[src/rtl/corescore_arb_pkg.sv]
// Shared types and constants for the corescore stream arbiter.
// State encoding, header magic nibble and the supported source-count ceiling.
package corescore_arb_pkg;

   typedef enum logic [1:0] {
      StIdle = 2'd0,
      StHdr  = 2'd1,
      StPass = 2'd2
   } arb_state_e;

   localparam logic [3:0]  HDR_MAGIC   = 4'hA;
   localparam int unsigned MAX_NUM_SRC = 16;

endpackage

[src/rtl/corescore_rr_pick.sv]
// Combinational round-robin picker: first set request at or above ptr, wrapping to 0.
module corescore_rr_pick #(
   parameter int unsigned NUM_SRC = 4,
   localparam int unsigned SRC_W  = $clog2(NUM_SRC)
) (
   input  logic [NUM_SRC-1:0] req,
   input  logic [SRC_W-1:0]   ptr,
   output logic [SRC_W-1:0]   idx,
   output logic               any
);

   int unsigned cand;

   // Scan from farthest to nearest so the nearest hit from ptr wins.
   always_comb begin
      idx  = '0;
      any  = 1'b0;
      cand = 0;
      for (int i = NUM_SRC - 1; i >= 0; i--) begin
         cand = int'(ptr) + i;
         if (cand >= NUM_SRC) begin
            cand = cand - NUM_SRC;
         end
         if (req[cand]) begin
            idx = SRC_W'(cand);
            any = 1'b1;
         end
      end
   end

endmodule

[src/rtl/corescore_stream_arbiter.sv]
// Packet-atomic round-robin arbiter sharing one byte-stream sink among NUM_SRC sources.
// Define CORESCORE_ARB_HDR_EN to prefix each packet with a {4'hA, source id} header beat.
module corescore_stream_arbiter
   import corescore_arb_pkg::*;
#(
   parameter int unsigned NUM_SRC = 4,
   localparam int unsigned SRC_W  = $clog2(NUM_SRC)
) (
   input  logic                 i_clk,
   input  logic                 i_rst_n,
   input  logic [8*NUM_SRC-1:0] i_tdata,
   input  logic [NUM_SRC-1:0]   i_tlast,
   input  logic [NUM_SRC-1:0]   i_tvalid,
   output logic [NUM_SRC-1:0]   o_tready,
   output logic [7:0]           o_tdata,
   output logic                 o_tlast,
   output logic                 o_tvalid,
   input  logic                 i_tready,
   output logic [SRC_W-1:0]     o_grant,
   output logic                 o_busy
);

   arb_state_e         state_q, state_d;
   logic [SRC_W-1:0]   grant_q, grant_d;
   logic [SRC_W-1:0]   ptr_q, ptr_d;
   logic [SRC_W-1:0]   pick_idx;
   logic               pick_any;
   logic [7:0]         sel_data;
   logic               sel_last;
   logic               sel_valid;
   logic [NUM_SRC-1:0] grant_oh;

   corescore_rr_pick #(
      .NUM_SRC (NUM_SRC)
   ) u_pick (
      .req (i_tvalid),
      .ptr (ptr_q),
      .idx (pick_idx),
      .any (pick_any)
   );

   always_comb begin
      sel_data  = '0;
      sel_last  = 1'b0;
      sel_valid = 1'b0;
      grant_oh  = '0;
      for (int k = 0; k < NUM_SRC; k++) begin
         if (grant_q == SRC_W'(k)) begin
            sel_data    = i_tdata[8*k +: 8];
            sel_last    = i_tlast[k];
            sel_valid   = i_tvalid[k];
            grant_oh[k] = 1'b1;
         end
      end
   end

   always_comb begin
      state_d  = state_q;
      grant_d  = grant_q;
      ptr_d    = ptr_q;
      o_tvalid = 1'b0;
      o_tdata  = '0;
      o_tlast  = 1'b0;
      o_tready = '0;
      case (state_q)
         StIdle: begin
            if (pick_any) begin
               grant_d = pick_idx;
`ifdef CORESCORE_ARB_HDR_EN
               state_d = StHdr;
`else
               state_d = StPass;
`endif
            end
         end
`ifdef CORESCORE_ARB_HDR_EN
         StHdr: begin
            o_tvalid = 1'b1;
            o_tdata  = {HDR_MAGIC, 4'(grant_q)};
            if (i_tready) begin
               state_d = StPass;
            end
         end
`endif
         StPass: begin
            o_tvalid = sel_valid;
            o_tdata  = sel_data;
            o_tlast  = sel_last;
            o_tready = i_tready ? grant_oh : '0;
            if (sel_valid && i_tready && sel_last) begin
               state_d = StIdle;
               // Just-served source drops to lowest priority.
               ptr_d   = (grant_q == SRC_W'(NUM_SRC - 1)) ? '0 : grant_q + SRC_W'(1);
            end
         end
         default: state_d = StIdle;
      endcase
   end

   always_ff @(posedge i_clk) begin
      if (!i_rst_n) begin
         state_q <= StIdle;
         grant_q <= '0;
         ptr_q   <= '0;
      end else begin
         state_q <= state_d;
         grant_q <= grant_d;
         ptr_q   <= ptr_d;
      end
   end

   assign o_grant = grant_q;
   assign o_busy  = (state_q != StIdle);

endmodule

[config.mk]
export PLATFORM = sky130hd
export DESIGN_NAME = corescore_stream_arbiter
export DESIGN_NICKNAME = d
export VERILOG_FILES = /design/src/rtl/corescore_arb_pkg.sv /design/src/rtl/corescore_rr_pick.sv /design/src/rtl/corescore_stream_arbiter.sv
export SDC_FILE = /design/constraint.sdc
export NUM_CORES = 1
export LEC_CHECK = 0
export CAP_MARGIN = 20
export CORE_ASPECT_RATIO = 0.6
export CORE_MARGIN = 3
export CORE_UTILIZATION = 35
export CTS_CLUSTER_DIAMETER = 120
export DETAILED_ROUTE_END_ITERATION = 7
export GPL_ROUTABILITY_DRIVEN = 0
export GPL_TIMING_DRIVEN = 0
export PLACE_DENSITY = 0.94
export SETUP_SLACK_MARGIN = 0.1
export SLEW_MARGIN = 25
export SYNTH_ARGS = -nofsm -noshare
export SYNTH_HDL_FRONTEND = slang
export SYNTH_HIERARCHICAL = 1
export SYNTH_SLANG_ARGS = --single-unit
[constraint.sdc]
create_clock -name i_clk -period 3.6 [get_ports i_clk]
set_clock_uncertainty 0.1 [all_clocks]
set_input_delay 0.36 -clock i_clk [delete_from_list [all_inputs] [get_ports i_clk]]
set_output_delay 0.36 -clock i_clk [all_outputs]
set_load 0.005 [all_outputs]
# After elaboration in Yosys (flattened, before gate mapping)
# Index checks and enable logic that the tools add are counted.
# classes
addsub	8
n_eq_ne	6
muxes	45
n_lt_le_gt_ge	8
n_reduce_logical	8
# op_table
op	n
$lt A32 B3 Y1 const B	4
$mux W32	4
$ge A32 B3 Y1 const B	3
$sub A32 B3 Y32 const B	3
$mux W8	5
$mux W1	22
$mux W2	7
$bmux W1 S2	4
$mux W4	2
$add A2 B2 Y3 const B	2
$eq A2 B2 Y1 const B	3
$reduce_and A2 Y1	3
$logic_not A2 Y1	2
$ne A2 B2 Y1 const B	2
$pmux W2 S2	1
$sub A2 B3 Y4 const B	1
$add A2 B1 Y3 const B	1
$ge A2 B3 Y1 const B	1
$add A2 B1 Y2 const B	1
$eq A2 B1 Y1 const B	1
$logic_and A1 B1 Y1	2
$reduce_bool A2 Y1	1
# word_totals
wordCells	78
reg_bits	6
input_bits	43

# Longest topological paths before layout
# depth
ltp_word	11
ltp_mapped	7
ltp_nobuf	6

# By module
# The synthesis kept the hierarchy.
# by_module_without_submodules
module	seq_area_each_um2	cells_each	area_per_inst_um2	instances
corescore_stream_arbiter	100.1	93	681.9	1
corescore_rr_pick	0.0	13	77.6	1

# Least setup slack after synthesis
# OpenSTA, ideal clock, no wires.
# synth_path
path_kind	register -> output
startpoint	register grant_q[0] (netlist: o_grant[0])
endpoint	output o_tdata[6]
required_time_ns	3.140
arrival_time_ns	1.469
setup_slack_ns	1.671
stages_incl_launch_ff	7
cell_sequence	dfxtp_1 -> inv_1 -> ha_1 -> buf_6 -> buf_2 -> a211o_1 -> a21boi_0
# synth_between
elab_chain_cells	6
elab_cells_between_ends	9
classes_between	3 x eq/ne; 5 x mux; 1 x reduce/logical
# synth_rtl
element	line_no	text
from (decl)	corescore_stream_arbiter.sv:24	logic [SRC_W-1:0] grant_q, grant_d;
from (signal assigned)	corescore_stream_arbiter.sv:107	grant_q <= grant_d;
$logic_not A2 Y1	corescore_stream_arbiter.sv:48	if (grant_q == SRC_W'(k)) begin
$mux W8 (3 in series)	corescore_stream_arbiter.sv:48	
$mux W8 *	corescore_stream_arbiter.sv:48	
$mux W8 *	corescore_stream_arbiter.sv:65	case (state_q)
to (decl)	corescore_stream_arbiter.sv:15	output logic [7:0] o_tdata,
# Mark *: on every way between the ends. The rest lies on a longest branch, timed or not.

# Final worst setup path
# Ends and elaborated chain as after synthesis.

==> reports/qor.yml <==
detailed_routing:
  ant_nets: 0
  initialDrtViolationCount: 75
  num_vias: 1026
  viasPerCell: 5.208
  dr.pass1.iters: 4
  wl_um: 3047
  drc: 0
  routedWlPerCell_um: 15.47
cells_and_area:
  drive_above_1_share_pct: 6.509
  multi_input_area_um2: 575.6
  fillers: 153
  nNetsFinal: 217
  antennaDiodeCount: 0
  fin_util_pct: 72.37
  seq_area_um2: 100.1
  area_growth_pct: 86.00
clock_network:
  cts.clk_slew.worst_paths_ns: 0.05
  clock-sinks: 5
  cts_made_buffers: 3
  root_buffer: "clkbuf_4"
  cts_resized: 0
  cts_tree: "yes"
  post_cts_buffers: 0
  htreeDepth: 1
  insertion_delay_ns: 0.25
  clockBufferDepth: 2
  ctsHoldBuffers: 0
sta:
  whs_ns: 0.4475
  finalSetupTns_ns: 0
  finalSetupViolCount: 0
  slew_headroom_pct: 71.15
  fin_ws_ns: 0.6839
  finalCritPeriodShare_pct: 81.00
  max_clock_freq_ghz: 0.3429
  min_period_ns: 2.916
  hold_viol_final: 0
  tightest_slew_ns: 0.4327
  drv_slew: 0
  rsz0062_at_grt: "false"
power_and_ir_drop:
  power.switching_uw: 90.13
  switching_share_pct: 31.20
  p_per_area_nw_per_um2: 204.5
  pwr-share-comb_pct: 55.0
  power_leakage_nw: 0.5831
  power.total_uw: 288.9
  intPower_uw: 198.8
  p_clk_share_pct: 23.3
  ir_worst_vdd_uv: 161.8
  p_seq_share_pct: 21.7
synth:
  yosys_warnings: 6
  muxShareOfSynthArea_pct: 5.272
  syn_inst: 106
  synth_adder_area_share_pct: 6.590
  synth.net_count: 153
  postSynthAreaPerCell_um2: 7.165
  synth-simple-area-share_pct: 24.88
  synth-seq-cells: 5
  synth_xor_area_share_pct: 0
  synthTopCellsByArea: "dfxtp_1 (13%), a211o_1 (10%), a221oi_1 (9.2%)"
  ys_types: 24
  synth_compound_area_share_pct: 39.04
  synth_top_family_by_area: "compound AO/OA/AOI/OAI gates"
  yosysTopAreaCellShare_pct: 13.18
  synth_area_leader_cell: "dfxtp_1"
  ys_seq_area_share_pct: 13.18
  netlist_area_um2: 759.5
grt:
  first_global_vias: 999
  grt_pass1_wl_um: 4678
  antenna_found_initial: 0
  gr-usage-all-layers_pct: 21.63
  grt_max_degree: 11
  grt.overflow.total: 0
floorplan:
  chipHeight_um: 42.08
  fp-row-count: 12
  start_util_pct: 38.91
  dieArea_um2: 2783
  core_um2: 1952
  die_w_um: 66.14
  ios: 60
worst_setup_path:
  critPathRequiredTime_ns: 3.14
  critical_path_class: "flop to output pin"
  cp_slowest_stage_delay_ns: 0.56
  crit_chain: "ha_1, buf_2, clkbuf_1, nand2_1, a21boi_0, clkdlybuf4s50_1"
  crit_fanout: 10
  start_kind: "flop"
  slowest_stage: "clkdlybuf4s50_1"
  critPathArrivalTime_ns: 2.46
  cp-end-kind: "output pin"
  r2r_cells: 6
place:
  portBuffers: 59
  place_hpwl_um: 2535
  place_ws_ns: 0.9772
hold_path:
  min_path_type: "flop to flop"
  worst_hold_path.num_cells: 2
job:
  max-cap-violations: 0
run_status:
  outcome: "finished clean"
[kinds of logic after synthesis]
group	after synthesis
AOI/OAI and AO/OA	35
buffers and inverters	19
muxes	4
DFF	5
adders and majority gates	4
and+or+nand+nor	39
[cell usage after synthesis (all sizes together)]
cell type	number
a221o	1
nor2	8
buf	5
o21ai	1
a21oi	5
nand3b	1
a221oi	8
inv	12
a21boi	8
clkbuf	2
mux2i	4
nor3b	2
a211o	9
nand2	15
nand3	1
and3	4
a211oi	2
nor2b	4
dfxtp	5
ha	4
nand2b	4
a2111oi	1
[sequential cells by signal, summed over array words and instances, names as in the netlist]
name	flops
state_q	1
ptr_q	2
o_grant	2
[cells in the final DEF, fill, tap and decap left out, types with 5 or more instances in the layout]
| master | instances |
|---|---|
| clkdlybuf4s50_1 | 59 |
| dfxtp_1 | 5 |
| nand2_1 | 15 |
| nor2_1 | 8 |
| a21boi_0 | 8 |
| a211o_1 | 9 |
| a221oi_1 | 8 |
| a21oi_1 | 5 |
| inv_1 | 12 |
[power groups by stage]
stage                     sequential (mW)  clock (mW)  combinational, mW
final                              0.0628      0.0672              0.159
after global routing               0.0633      0.0737              0.171
after CTS                          0.0627      0.0692              0.158
after detailed placement           0.0639           0              0.157
after global placement             0.0636           0              0.153
after floorplan                    0.0627           0             0.0650
[worst max-delay path, delay by kind of cell (launching register included)]
| kind | cells | cell delay [ns] |
|---|---|---|
| AND/OR/NAND/NOR | 1 | 0.10 |
| adder cells (fa/ha/maj) | 1 | 0.28 |
| AO/OA/AOI/OAI | 1 | 0.21 |
| buffers and inverters | 3 | 1.22 |
| flip-flops | 1 | 0.41 |
[layer usage]
layer | vias up | track usage, % | share of wire [%]
met3 | 6 | 4.290 | 8.4
met4 | 0 | 6.478 | 1.1
met2 | 54 | 34.12 | 45
li1 | 506 | - | -
met5 | - | 0 | 0
met1 | 460 | 29.38 | 46
[final timing paths]
kind | start | slack (ns) | to
min reg2reg | ptr_q[0] | 0.45 | ptr_q[0]
max reg2reg | o_grant[0] | 1.46 | ptr_q[1]
max | o_grant[0] | 0.68 | o_tdata[6]
min | ptr_q[0] | 0.45 | ptr_q[0]
[per-stage QoR]
step | cell area [um^2] | instances
after CTS | 1413 | 197
after detailed placement | 1385 | 193
after floorplan | 759.5 | 106
after global placement | 1385 | 193
after global routing | 1413 | 197
final | 1413 | 197
[cell type report]
cell class,count,area share [%]
Buffer,7,2.746
Clock buffer,3,1.594
Clock inverter,1,0.3543
Inverter,12,3.189
Multi-Input combinational cell,82,40.74
Sequential cell,5,7.086
Tap cell,28,2.480
Timing Repair Buffer,59,41.81
Power figures use the tool's default switching activity.
